## src/rtl/mips_mc_pkg.sv

```systemverilog
// Shared types and encodings for the multicycle MIPS controller.
// Covers state codes, opcode/funct fields, ALU operation codes and datapath mux selects.
package mips_mc_pkg;

  typedef enum logic [3:0] {
    S_FETCH  = 4'd0,
    S_DECODE = 4'd1,
    S_MEMADR = 4'd2,
    S_MEMRD  = 4'd3,
    S_MEMWB  = 4'd4,
    S_MEMWR  = 4'd5,
    S_EXEC   = 4'd6,
    S_ALUWB  = 4'd7,
    S_BRANCH = 4'd8,
    S_IMMEX  = 4'd9,
    S_IMMWB  = 4'd10,
    S_JUMP   = 4'd11
  } state_t;

  localparam logic [5:0] OP_RTYPE = 6'b000000;
  localparam logic [5:0] OP_LW    = 6'b100011;
  localparam logic [5:0] OP_SW    = 6'b101011;
  localparam logic [5:0] OP_BEQ   = 6'b000100;
  localparam logic [5:0] OP_BNE   = 6'b000101;
  localparam logic [5:0] OP_J     = 6'b000010;
  localparam logic [5:0] OP_ADDI  = 6'b001000;
  localparam logic [5:0] OP_SLTI  = 6'b001010;
  localparam logic [5:0] OP_ANDI  = 6'b001100;
  localparam logic [5:0] OP_ORI   = 6'b001101;
  localparam logic [5:0] OP_XORI  = 6'b001110;

  localparam logic [5:0] FN_ADD = 6'b100000;
  localparam logic [5:0] FN_SUB = 6'b100010;
  localparam logic [5:0] FN_AND = 6'b100100;
  localparam logic [5:0] FN_OR  = 6'b100101;
  localparam logic [5:0] FN_XOR = 6'b100110;
  localparam logic [5:0] FN_NOR = 6'b100111;
  localparam logic [5:0] FN_SLT = 6'b101010;

  localparam logic [4:0] ALU_AND = 5'b00000;
  localparam logic [4:0] ALU_OR  = 5'b00001;
  localparam logic [4:0] ALU_ADD = 5'b00010;
  localparam logic [4:0] ALU_XOR = 5'b00011;
  localparam logic [4:0] ALU_NOR = 5'b00100;
  localparam logic [4:0] ALU_SUB = 5'b00110;
  localparam logic [4:0] ALU_SLT = 5'b00111;

  localparam logic [1:0] ALUOP_ADD   = 2'b00;
  localparam logic [1:0] ALUOP_SUB   = 2'b01;
  localparam logic [1:0] ALUOP_FUNCT = 2'b10;
  localparam logic [1:0] ALUOP_IMM   = 2'b11;

  localparam logic [2:0] SRCB_B      = 3'b000;
  localparam logic [2:0] SRCB_FOUR   = 3'b001;
  localparam logic [2:0] SRCB_SIMM   = 3'b010;
  localparam logic [2:0] SRCB_SIMMSH = 3'b011;
  localparam logic [2:0] SRCB_ZIMM   = 3'b100;

  localparam logic [1:0] PCSRC_ALU    = 2'b00;
  localparam logic [1:0] PCSRC_ALUOUT = 2'b01;
  localparam logic [1:0] PCSRC_JUMP   = 2'b10;

  function automatic logic is_imm_op(input logic [5:0] op);
    return (op == OP_ADDI) || (op == OP_SLTI) || (op == OP_ANDI) ||
           (op == OP_ORI)  || (op == OP_XORI);
  endfunction

endpackage

```

## src/rtl/mips_alu_decoder.sv

```systemverilog
// ALU-control decoder: maps ALUOp plus the latched funct/opcode to an ALU operation code.
module mips_alu_decoder
  import mips_mc_pkg::*;
(
  input  logic [1:0] alu_op,
  input  logic [5:0] funct,
  input  logic [5:0] op,
  output logic [4:0] alu_control
);

  always_comb begin
    alu_control = ALU_ADD;
    case (alu_op)
      ALUOP_ADD: alu_control = ALU_ADD;
      ALUOP_SUB: alu_control = ALU_SUB;
      ALUOP_FUNCT: begin
        case (funct)
          FN_ADD:  alu_control = ALU_ADD;
          FN_SUB:  alu_control = ALU_SUB;
          FN_AND:  alu_control = ALU_AND;
          FN_OR:   alu_control = ALU_OR;
          FN_XOR:  alu_control = ALU_XOR;
          FN_NOR:  alu_control = ALU_NOR;
          FN_SLT:  alu_control = ALU_SLT;
          default: alu_control = ALU_ADD;
        endcase
      end
      default: begin
        case (op)
          OP_ADDI: alu_control = ALU_ADD;
          OP_SLTI: alu_control = ALU_SLT;
          OP_ANDI: alu_control = ALU_AND;
          OP_ORI:  alu_control = ALU_OR;
          OP_XORI: alu_control = ALU_XOR;
          default: alu_control = ALU_ADD;
        endcase
      end
    endcase
  end

endmodule

```

## src/rtl/mips_mc_controller.sv

```systemverilog
// Multicycle MIPS control unit: Moore FSM, Op/Funct latch and datapath control decode.
// Outputs are combinational from the state register and the latched instruction fields.
module mips_mc_controller
  import mips_mc_pkg::*;
(
  input  logic       clk,
  input  logic       reset,
  input  logic [5:0] Op,
  input  logic [5:0] Funct,
  output logic       MemtoReg,
  output logic       RegDst,
  output logic       lorD,
  output logic [1:0] PCSrc,
  output logic [2:0] ALUSrcB,
  output logic       ALUSrcA,
  output logic       IRWrite,
  output logic       MemWrite,
  output logic       PCWrite,
  output logic       Branch,
  output logic       Branch2,
  output logic       RegWrite,
  output logic [1:0] ALUOp,
  output logic [4:0] ALUControl,
  output logic [3:0] state
);

  state_t     state_q;
  state_t     dec_st;
  logic [5:0] op_q;
  logic [5:0] funct_q;
  logic       ir_wr, pc_wr, mem_wr, reg_wr, br, br2;

  // The PC advances at the end of FETCH, so later states decode the captured fields.
  always_ff @(posedge clk) begin
    if (reset) begin
      state_q <= S_FETCH;
      op_q    <= '0;
      funct_q <= '0;
    end else begin
      if (IRWrite) begin
        op_q    <= Op;
        funct_q <= Funct;
      end
      case (state_q)
        S_FETCH: state_q <= S_DECODE;
        S_DECODE: begin
          if (op_q == OP_LW || op_q == OP_SW)       state_q <= S_MEMADR;
          else if (op_q == OP_RTYPE)                state_q <= S_EXEC;
          else if (op_q == OP_BEQ || op_q == OP_BNE) state_q <= S_BRANCH;
          else if (is_imm_op(op_q))                 state_q <= S_IMMEX;
          else if (op_q == OP_J)                    state_q <= S_JUMP;
          else                                      state_q <= S_FETCH;
        end
        S_MEMADR: begin
          if (op_q == OP_LW)      state_q <= S_MEMRD;
          else if (op_q == OP_SW) state_q <= S_MEMWR;
          else                    state_q <= S_FETCH;
        end
        S_MEMRD: state_q <= S_MEMWB;
        S_EXEC:  state_q <= S_ALUWB;
        S_IMMEX: state_q <= S_IMMWB;
        default: state_q <= S_FETCH;
      endcase
    end
  end

  // While reset is held the mux selects look like FETCH and every write enable is masked.
  assign dec_st = reset ? S_FETCH : state_q;

  always_comb begin
    MemtoReg = 1'b0;
    RegDst   = 1'b0;
    lorD     = 1'b0;
    PCSrc    = PCSRC_ALU;
    ALUSrcB  = SRCB_B;
    ALUSrcA  = 1'b0;
    ALUOp    = ALUOP_ADD;
    ir_wr    = 1'b0;
    pc_wr    = 1'b0;
    mem_wr   = 1'b0;
    reg_wr   = 1'b0;
    br       = 1'b0;
    br2      = 1'b0;
    case (dec_st)
      S_FETCH: begin
        ALUSrcB = SRCB_FOUR;
        ir_wr   = 1'b1;
        pc_wr   = 1'b1;
      end
      S_DECODE: ALUSrcB = SRCB_SIMMSH;
      S_MEMADR: begin
        ALUSrcA = 1'b1;
        ALUSrcB = SRCB_SIMM;
      end
      S_MEMRD: lorD = 1'b1;
      S_MEMWB: begin
        MemtoReg = 1'b1;
        reg_wr   = 1'b1;
      end
      S_MEMWR: begin
        lorD   = 1'b1;
        mem_wr = 1'b1;
      end
      S_EXEC: begin
        ALUSrcA = 1'b1;
        ALUOp   = ALUOP_FUNCT;
      end
      S_ALUWB: begin
        RegDst = 1'b1;
        reg_wr = 1'b1;
      end
      S_BRANCH: begin
        ALUSrcA = 1'b1;
        ALUOp   = ALUOP_SUB;
        PCSrc   = PCSRC_ALUOUT;
        br      = (op_q == OP_BEQ);
        br2     = (op_q == OP_BNE);
      end
      S_IMMEX: begin
        ALUSrcA = 1'b1;
        ALUOp   = ALUOP_IMM;
        ALUSrcB = (op_q == OP_ANDI || op_q == OP_ORI || op_q == OP_XORI) ? SRCB_ZIMM : SRCB_SIMM;
      end
      S_IMMWB: reg_wr = 1'b1;
      S_JUMP: begin
        PCSrc = PCSRC_JUMP;
        pc_wr = 1'b1;
      end
      default: ;
    endcase
  end

  assign IRWrite  = ir_wr  & ~reset;
  assign PCWrite  = pc_wr  & ~reset;
  assign MemWrite = mem_wr & ~reset;
  assign RegWrite = reg_wr & ~reset;
  assign Branch   = br     & ~reset;
  assign Branch2  = br2    & ~reset;
  assign state    = state_q;

  mips_alu_decoder u_alu_dec (
    .alu_op      (ALUOp),
    .funct       (funct_q),
    .op          (op_q),
    .alu_control (ALUControl)
  );

endmodule

```

## config.mk

```make
export PLATFORM = sky130hd
export DESIGN_NAME = mips_mc_controller
export DESIGN_NICKNAME = d
export VERILOG_FILES = /design/src/rtl/mips_mc_pkg.sv /design/src/rtl/mips_alu_decoder.sv /design/src/rtl/mips_mc_controller.sv
export SDC_FILE = /design/constraint.sdc
export NUM_CORES = 1
export LEC_CHECK = 0
export CORE_ASPECT_RATIO = 0.75
export CORE_UTILIZATION = 40
export CTS_CLUSTER_DIAMETER = 120
export DETAILED_ROUTE_END_ITERATION = 8
export PLACE_DENSITY_LB_ADDON = 0.25
export SYNTH_ARGS = -nofsm -noshare
export SYNTH_HDL_FRONTEND = slang
export SYNTH_SLANG_ARGS = --single-unit
```

## constraint.sdc

```tcl
create_clock -name clk -period 1.5 [get_ports clk]
set_input_delay 0.3 -clock clk [delete_from_list [all_inputs] [get_ports clk]]
set_output_delay 0.3 -clock clk [all_outputs]
set_load 0.005 [all_outputs]
```

Yosys cells after proc, flatten, opt, wreduce, memory -nomap -nowiden
Cells that the tools add are included.
{"block": "word_totals", "word_cells": 86, "ff_bits": 16, "input_bits": 14}
{"block": "op_classes", "n_eq_ne": 34, "muxes": 26, "bitwise": 7, "n_reduce_logical": 16}
{"cell": "6-bit equality test (second input constant)", "count": 8}
{"cell": "6-bit by 4-bit equality test with 1-bit output (second input constant)", "count": 5}
{"cell": "4-bit two-way mux", "count": 6}
{"cell": "3-bit one-hot mux with 4 select lines", "count": 2}
{"cell": "4-bit one-hot mux with 6 select lines", "count": 1}
{"cell": "4-bit by 3-bit equality test with 1-bit output (second input constant)", "count": 5}
{"cell": "4-bit equality test (second input constant)", "count": 5}
{"cell": "3-bit one-hot mux with 6 select lines", "count": 1}
{"cell": "4-bit by 2-bit equality test with 1-bit output (second input constant)", "count": 4}
{"cell": "5-bit one-hot mux with 3 select lines", "count": 1}
{"cell": "6-bit by 3-bit equality test with 1-bit output (second input constant)", "count": 2}
{"cell": "1-bit two-way mux", "count": 10}
{"cell": "3-bit two-way mux", "count": 3}
{"cell": "4-bit by 1-bit equality test with 1-bit output (second input constant)", "count": 2}
{"cell": "4-bit zero test", "count": 2}
{"cell": "1-bit logical OR", "count": 8}
{"cell": "1-bit bitwise AND", "count": 6}
{"cell": "6-bit by 2-bit equality test with 1-bit output (second input constant)", "count": 1}
{"cell": "6-bit zero test", "count": 1}
{"cell": "2-bit one-hot mux with 3 select lines", "count": 1}
{"cell": "2-bit one-hot mux with 2 select lines", "count": 1}
{"cell": "2-bit OR reduction", "count": 2}
{"cell": "4-bit OR reduction", "count": 1}
{"cell": "3-bit OR reduction", "count": 1}
{"cell": "other kinds (4)", "count": 4}

Depth between registers and ports, before layout
Gate-level depths: netlist of run 1.
{"block": "logic_depth", "word_depth": 10, "mapped_depth": 6, "depth_no_buf": 4}

Modules after synthesis
Synthesis of run 1 repeated with hierarchy kept, for this count alone.
{"block": "hier_totals", "cells_unflattened": 143, "hier_area_um2": 1087.3}
{"mod": "mips_mc_controller", "cells_each": 121, "area_each_um2": 919.6, "n_inst": 1, "seq_area_each_um2": 320.3}
{"mod": "mips_alu_decoder", "cells_each": 22, "area_each_um2": 167.7, "n_inst": 1, "seq_area_each_um2": 0.0}

Worst setup path after synthesis of run 1
OpenSTA, ideal clock, no wires.
{"block": "synth_timing", "path_type": "reg-to-output", "startpoint": "register state_q[1] (netlist: state[1])", "endpoint": "output ALUControl[0]", "t_required_ns": 1.200, "path_stages_with_launch": 4, "n_path_buf": 0, "slack_ns": -0.074, "arrival_time_ns": 1.274, "cell_sequence": "dfxtp_1 > or3b_4 > or2_1 > o32ai_2"}
{"block": "synth_between", "elab_chain_len": 5, "elab_cells_between_ends": 9, "classes_between": "5 x eq/ne; 3 x mux; 1 x reduce/logical"}
{"element": "start, declared", "line": "mips_mc_controller.sv:27", "source": "state_t state_q;"}
{"element": "start signal, assigned", "line": "mips_mc_controller.sv:36", "source": "state_q <= S_FETCH;"}
{"element": "start signal, assigned", "line": "mips_mc_controller.sv:45", "source": "S_FETCH: state_q <= S_DECODE;"}
{"element": "start signal, assigned", "line": "mips_mc_controller.sv:47", "source": "if (op_q == OP_LW || op_q == OP_SW) state_q <= S_MEMADR;"}
{"element": "4-bit two-way mux *", "line": "mips_mc_controller.sv:68", "source": "assign dec_st = reset ? S_FETCH : state_q;"}
{"element": "4-bit equality test / 4-bit by 3-bit equality test with 1-bit output (equally long branches)", "line": "mips_mc_controller.sv:84", "source": "case (dec_st)"}
{"element": "2-bit one-hot mux with 3 select lines *", "line": "mips_mc_controller.sv:84"}
{"element": "2-bit equality test, or another cell as far along", "line": "mips_alu_decoder.sv:13", "source": "case (alu_op)"}
{"element": "5-bit one-hot mux with 3 select lines *", "line": "mips_alu_decoder.sv:13"}
{"element": "end, declared", "line": "mips_mc_controller.sv:23", "source": "output logic [4:0] ALUControl,"}
Every way passes the cells marked *; elsewhere a longest branch is shown, timed or not.

Worst setup path after layout of run 1
{"block": "layout_timing", "startpoint": "register state_q[3] (netlist: state[3])", "endpoint": "output ALUControl[2]"}
The elaborated chain is that of the path after synthesis.

==> results.yml, run 1 <==
layout:
  final_cell_mix: "buf_4 (36), buf_6 (22), nor2_1 (19), buf_2 (19)"
  final-seq-area_um2: 328
  diodes: 0
  fillers: 157
  mostFrequentLayoutCell: "buf_4"
  multiInputGateArea_um2: 948
  instances_no_fill: 268
  fin_nets: 247
  syn2layout_area_growth_pct: 94.3
  drive_gt1_share_pct: 54.7
worst_setup_path:
  cp.required_ns: 1.20
  cp-start-kind: "register"
  cp-end-kind: "primary output"
  cpPeakStageDelay_ns: 0.36
  worstSetupPathType: "register to primary output"
  cp_slowest_cell: "nor4_2"
  critPathMaxFanout: 7
  arrival_ns: 1.73
  crit_path_cell_trace: "buf_6 -> nand3b_1 -> nor4_2 -> o21ai_2 -> o32ai_1 -> buf_2"
yosys:
  yosysWarnings: 0
  synth_compound_area_share_pct: 17.4
  synth_xor_area_share_pct: 1.56
  synth.area.mux_share_pct: 11.6
  seq_area_frac_synth_pct: 28.5
  yosys.area_share.simple_pct: 32.1
  syn_inst: 147
  syn-cell-area_um2: 1120
  synth_adder_area_share_pct: 0
  postSynthAreaPerCell_um2: 7.63
  synth_cell_types: 43
  synth_top_family_by_area: "simple AND/OR/NAND/NOR gates"
  synth_seq_cells: 16
floorplan:
  io_pins: 40
  die-area_um2: 3020
  row_count: 16
  fp.dieH_um: 47.9
  start_util_pct: 42.5
  die_w_um: 63.2
  core-area_um2: 2640
global_route:
  grt_pass1_vias: 1381
  grt_max_degree: 10
  track_usage_pct: 30.3
  antenna_found_initial: 0
  grt_pass1_wl_mm: 6.66
  grt-ovfl-total: 0
routing:
  wl_met3_um: 355
  top_layer_used: "met4"
  wl_met2_mm: 2.60
  drtIter0Drc: 111
  first_pass_iters: 4
  wl_per_cell_um: 18.8
  antenna_left: 0
  dr_total_vias: 1529
  wl_met1_mm: 1.90
  via_per_inst: 5.71
  drc_errors: 0
  wl_mm: 5.05
sta:
  hold_slack_ns: 0.506
  finalWorstSetupSlack_ns: -0.528
  layout_min_cycle_time_ns: 2.03
  setup_viol: 33
  maxSlewViolCount: 0
  rsz0062_at_grt: "yes"
  skew_ns: 0.00284
  fmax_mhz: 493
  hold_viol: 0
  fin_crit_sh_pct: 135
worst_hold_path:
  hold_class: "register to register"
clocking:
  clkSlewWorstSetupHoldPaths_ns: 0.07
  root_buffer: "clkbuf_8"
  tritoncts: "yes"
  cts_made_buffers: 3
  cts.path.max_buffers: 2
  htreeDepth: 1
  clock-sinks: 16
  clk_latency_ns: 0.26
pwr:
  p_leak_uw: 0.000912
  peakVddDrop_mv: 0.720
  power_density_nw_per_um2: 949
  power_uw: 2070
placed_design:
  hpwl_mm: 2.75
  place_inst: 250
  place_congestion: 0.827
  port-buffer-count: 37
outcome:
  outcome: "finished with violations"
  violations: "setup timing"
run:
  maxCapViolCount: 0
-- routing by layer --
layer | vias up | track usage, %
met4 | 0 | 15.3
met3 | 24 | 8.10
li1 | 683 | -
met5 | - | 0
met1 | 731 | 32.8
met2 | 91 | 57.8
-- flip-flops by register name, indices dropped and copies added (netlist names) --
signal / count
op_q: 6
funct_q: 6
state: 4
-- synth_stat cells --
master     instances  area, µm²
nand2b_1           5       31.3
or3b_1             1       8.76
buf_4              2       15.0
or3b_4             1       11.3
o211ai_1           1       7.51
xor2_1             1       8.76
xnor2_1            1       8.76
nand4_1            1       6.26
o32ai_1            1       8.76
o311ai_0           1       8.76
and3_1             1       6.26
a2bb2oi_1          1       8.76
clkbuf_1           7       26.3
o32ai_2            1       16.3
nand3b_1           2       15.0
a211o_1            1       8.76
nand2_1            4       15.0
nand3_1            3       15.0
a21oi_1            6       30.0
o31ai_1            1       7.51
nor4b_1            1       8.76
a22oi_1            2       15.0
a211oi_2           1       12.5
nor4_1             2       12.5
or3_1              1       6.26
nor2_1            27        101
or2_1              2       12.5
dfxtp_1           16        320
mux2i_1           13        130
inv_1              3       11.3
conb_1             1       3.75
o21ai_0            5       25.0
buf_2              4       20.0
a21oi_2            1       8.76
a41oi_1            1       8.76
buf_6              2       22.5
and2_0             1       6.26
nor3_1            10       50.1
o21bai_1           1       7.51
nor2b_1            5       31.3
nor3b_1            3       22.5
a211oi_1           2       15.0
a31oi_1            1       6.26
-- report_power, final --
group	switching, µW	internal [µW]	leakage [µW]
logic	543	587	0.000748
registers	53.9	485	0.000134
clock network	168	234	0.0000288
total	765	1310	0.000912
-- final cells by class --
| class | instances | share of cell area [%] |
|---|---|---|
| clock buffer | 4 | 2.52 |
| timing repair buffer | 95 | 36.4 |
| multi-input combinational | 114 | 43.5 |
| tap | 36 | 2.07 |
| sequential | 16 | 15.0 |
| inverter | 3 | 0.516 |
-- worst max-delay path: cells and delay by family (launching register included) --
family / cells / cell delay (ns)
compound gates: 2 / 0.29
buf+inv: 2 / 0.29
flops: 1 / 0.33
simple gates: 2 / 0.56
-- logic make-up (layout without fill, tap and decap cells) --
group                  Yosys count  after routing
AND/OR/NAND/NOR                 70             70
AO/OA/AOI/OAI                   27             27
buffers and inverters           18            102
flip-flops                      16             16
multiplexers                    13             13
XOR/XNOR                         2              2
other                            1              2
-- worst paths after layout --
path | from | to | slack, ns | depth (start not counted)
worst min register to register | funct_q[4] | funct_q[4] | 0.51 | 2
worst max-delay path | state[3] | ALUControl[2] | -0.53 | 6
worst min-delay path | funct_q[4] | funct_q[4] | 0.51 | 2
worst max register to register | state[3] | op_q[4] | -0.10 | 9
-- through the flow --
| stage | TNS (ns) | utilization [%] | area [µm²] | setup slack [ns] |
|---|---|---|---|---|
| finish | -7.35 | 82.5 | 2180 | -0.528 |
| global route | -9.19 | 82.5 | 2180 | -0.613 |
| CTS | -5.94 | 77.8 | 2060 | -0.463 |
| detailed placement | -13.79 | 68.0 | 1800 | -0.787 |
| global placement | -13.37 | 68.0 | 1800 | -0.770 |
| floorplan | -0.101 | - | 1140 | -0.0560 |
-- timing repair --
action / 4_1_cts / 5_1_grt
hold buffers: 0 / 0
endpoints found under the setup margin: 36 / 36
pin swaps: 21 / 15
resized for setup: 132 / 27
setup buffers: 16 / 2
No activity file was read; power rests on OpenSTA's default activity.
==> run 2: changes to the inputs <==
--- a/config.mk
+++ b/config.mk
@@ -9,7 +9,7 @@
 export CORE_UTILIZATION = 40
 export CTS_CLUSTER_DIAMETER = 120
 export DETAILED_ROUTE_END_ITERATION = 8
-export PLACE_DENSITY_LB_ADDON = 0.25
+export PLACE_DENSITY = 0.75
 export SYNTH_ARGS = -nofsm -noshare
 export SYNTH_HDL_FRONTEND = slang
 export SYNTH_SLANG_ARGS = --single-unit
==> run 2 against run 1 <==
- the run still ends with setup timing left
- power grew 4.6%
- utilization grew 6.0 points
- global-route usage shrank 1.2 points
- clock power shrank 3%
- critical path type unchanged
- highest routed layer unchanged
==> results.yml, run 2 (synthesis results as in run 1) <==
outcome:
  outcome: "finished with violations"
  violations: "setup timing"
clocking:
  clock-sinks: 16
  cts_hold_buf: 0
  tritoncts: "yes"
  root_buffer: "clkbuf_8"
  cts.path.max_buffers: 2
  clkSlewWorstSetupHoldPaths_ns: 0.07
  cts_made_buffers: 3
  clk_latency_ns: 0.25
  htreeDepth: 1
floorplan:
  die_w_um: 63.2
  start_util_pct: 42.5
  io_pins: 40
  fp.dieH_um: 47.9
  core-area_um2: 2640
  row_count: 16
  die-area_um2: 3020
layout:
  drive_gt1_share_pct: 56.6
  fin_util_pct: 88.5
  mostFrequentLayoutCell: "buf_4"
  fin_nets: 257
  diodes: 0
  syn2layout_area_growth_pct: 108
  fillers: 134
  final_area_um2: 2340
  final_cell_mix: "buf_4 (43), buf_6 (23), nor2_1 (20), buf_2 (19)"
pwr:
  power_density_nw_per_um2: 926
  peakVddDrop_mv: 0.604
  p_leak_uw: 0.000988
  switchingPower_uw: 785
  clkPwrFrac_pct: 18.0
  comb_power_share_pct: 57.4
  internal_power_uw: 1380
  seqPwrFrac_pct: 24.6
  p_sw_share_pct: 36.2
sta:
  maxSlewViolCount: 0
  setup_viol: 36
  hold_slack_ns: 0.523
  rsz0062_at_grt: "yes"
  hold_viol: 0
  fmax_mhz: 499
  layout_min_cycle_time_ns: 2.01
  fin_crit_sh_pct: 134
  finalWorstSetupSlack_ns: -0.505
  skew_ns: 0.00240
  fin_setup_tns_ns: -7.92
routing:
  dr_total_vias: 1560
  via_per_inst: 5.61
  wl_per_cell_um: 18.7
  drc_errors: 0
  wl_mm: 5.21
  first_pass_iters: 4
  antenna_left: 0
  drtIter0Drc: 133
placed_design:
  pre_cts_ws_ns: -0.804
  hpwl_mm: 2.62
  place_congestion: 0.927
  port-buffer-count: 37
  placed_area_um2: 1800
global_route:
  track_usage_pct: 29.1
  antenna_found_initial: 0
  grt-ovfl-total: 0
  grt_pass1_wl_mm: 6.51
  grt_pass1_vias: 1439
  grt_max_degree: 24
worst_setup_path:
  worstReg2RegEnd: "state[2]"
  cp-endpoint: "ALUControl[1]"
  r2r-start: "state[1]"
  cp-end-kind: "primary output"
  r2r_setup_slack_ns: -0.15
  worstSetupPathType: "register to primary output"
  arrival_ns: 1.71
  cp-startpoint: "state[2]"
  cp.required_ns: 1.20
  critPathMaxFanout: 5
  cp-start-kind: "register"
  timing.reg2reg.worst_path_depth: 9
run:
  maxCapViolCount: 0
worst_hold_path:
  hold_class: "register to register"
  hold_path_depth: 2
## run 2: changes by cell type in the layout (fill, tap and decap cells not counted), sizes merged
cell,previous run,this run
clkdlybuf4s15,0,2
clkdlybuf4s50,13,12
buf,78,87
clkbuf,4,5
dlygate4sd2,4,3
## run 2: layer usage
| layer | vias to the layer above | part of all wire, % | GRT usage [%] |
|---|---|---|---|
| li1 | 711 | - | - |
| met1 | 730 | 38 | 32.1 |
| met2 | 93 | 51 | 58.3 |
| met3 | 26 | 7.7 | 5.48 |
| met4 | 0 | 3.2 | 11.2 |
| met5 | - | 0 | 0 |
## run 2: timing repair
| action | CTS | global route |
|---|---|---|
| setup buffers | 16 | 12 |
| cloned | 1 | 0 |
| pin swaps | 21 | 24 |
| setup endpoints to repair | 37 | 36 |
| gates resized for setup | 133 | 39 |
## run 2: area by class of cell
class / instances / area (µm²) / area share (%)
inverter: 3 / 11.3 / 0.481
clock buffer: 4 / 55.1 / 2.35
multi-input combinational: 114 / 997 / 42.6
timing repair buffer: 105 / 903 / 38.6
sequential: 16 / 328 / 14.0
tap: 36 / 45.0 / 1.93
## run 2: how the worst min path moves through the flow
| stage | end | from | slack, ns |
|---|---|---|---|
| 2_1_floorplan | funct_q[0] | Funct[0] | 0.44 |
| 3_3_place_gp | funct_q[4] | funct_q[4] | 0.47 |
| 3_5_place_dp | funct_q[5] | funct_q[5] | 0.51 |
| 4_1_cts | funct_q[5] | funct_q[5] | 0.53 |
| 5_1_grt | funct_q[5] | funct_q[5] | 0.55 |
| 6_report | funct_q[5] | funct_q[5] | 0.52 |
## run 2: through the flow
stage	cells	power, µW
4_1_cts	268	1950
3_3_place_gp	248	1320
6_report	278	2170
2_1_floorplan	148	950
3_5_place_dp	248	1340
5_1_grt	278	2250
## run 2: critical path, stage by stage (launching register included)
cell,delay [ns]
dfxtp_2,0.34
or3b_4,0.45
or2_4,0.26
buf_6,0.13
nor2_4,0.08
a2bb2oi_2,0.06
buf_2,0.12
## run 2: power by group through the flow
stage               registers [µW]  logic [µW]  clock network, µW
finish                         532        1240                390
global route                   535        1300                417
CTS                            525        1030                393
detailed placement             531         814                  0
global placement               527         791                  0
floorplan                      522         428                  0
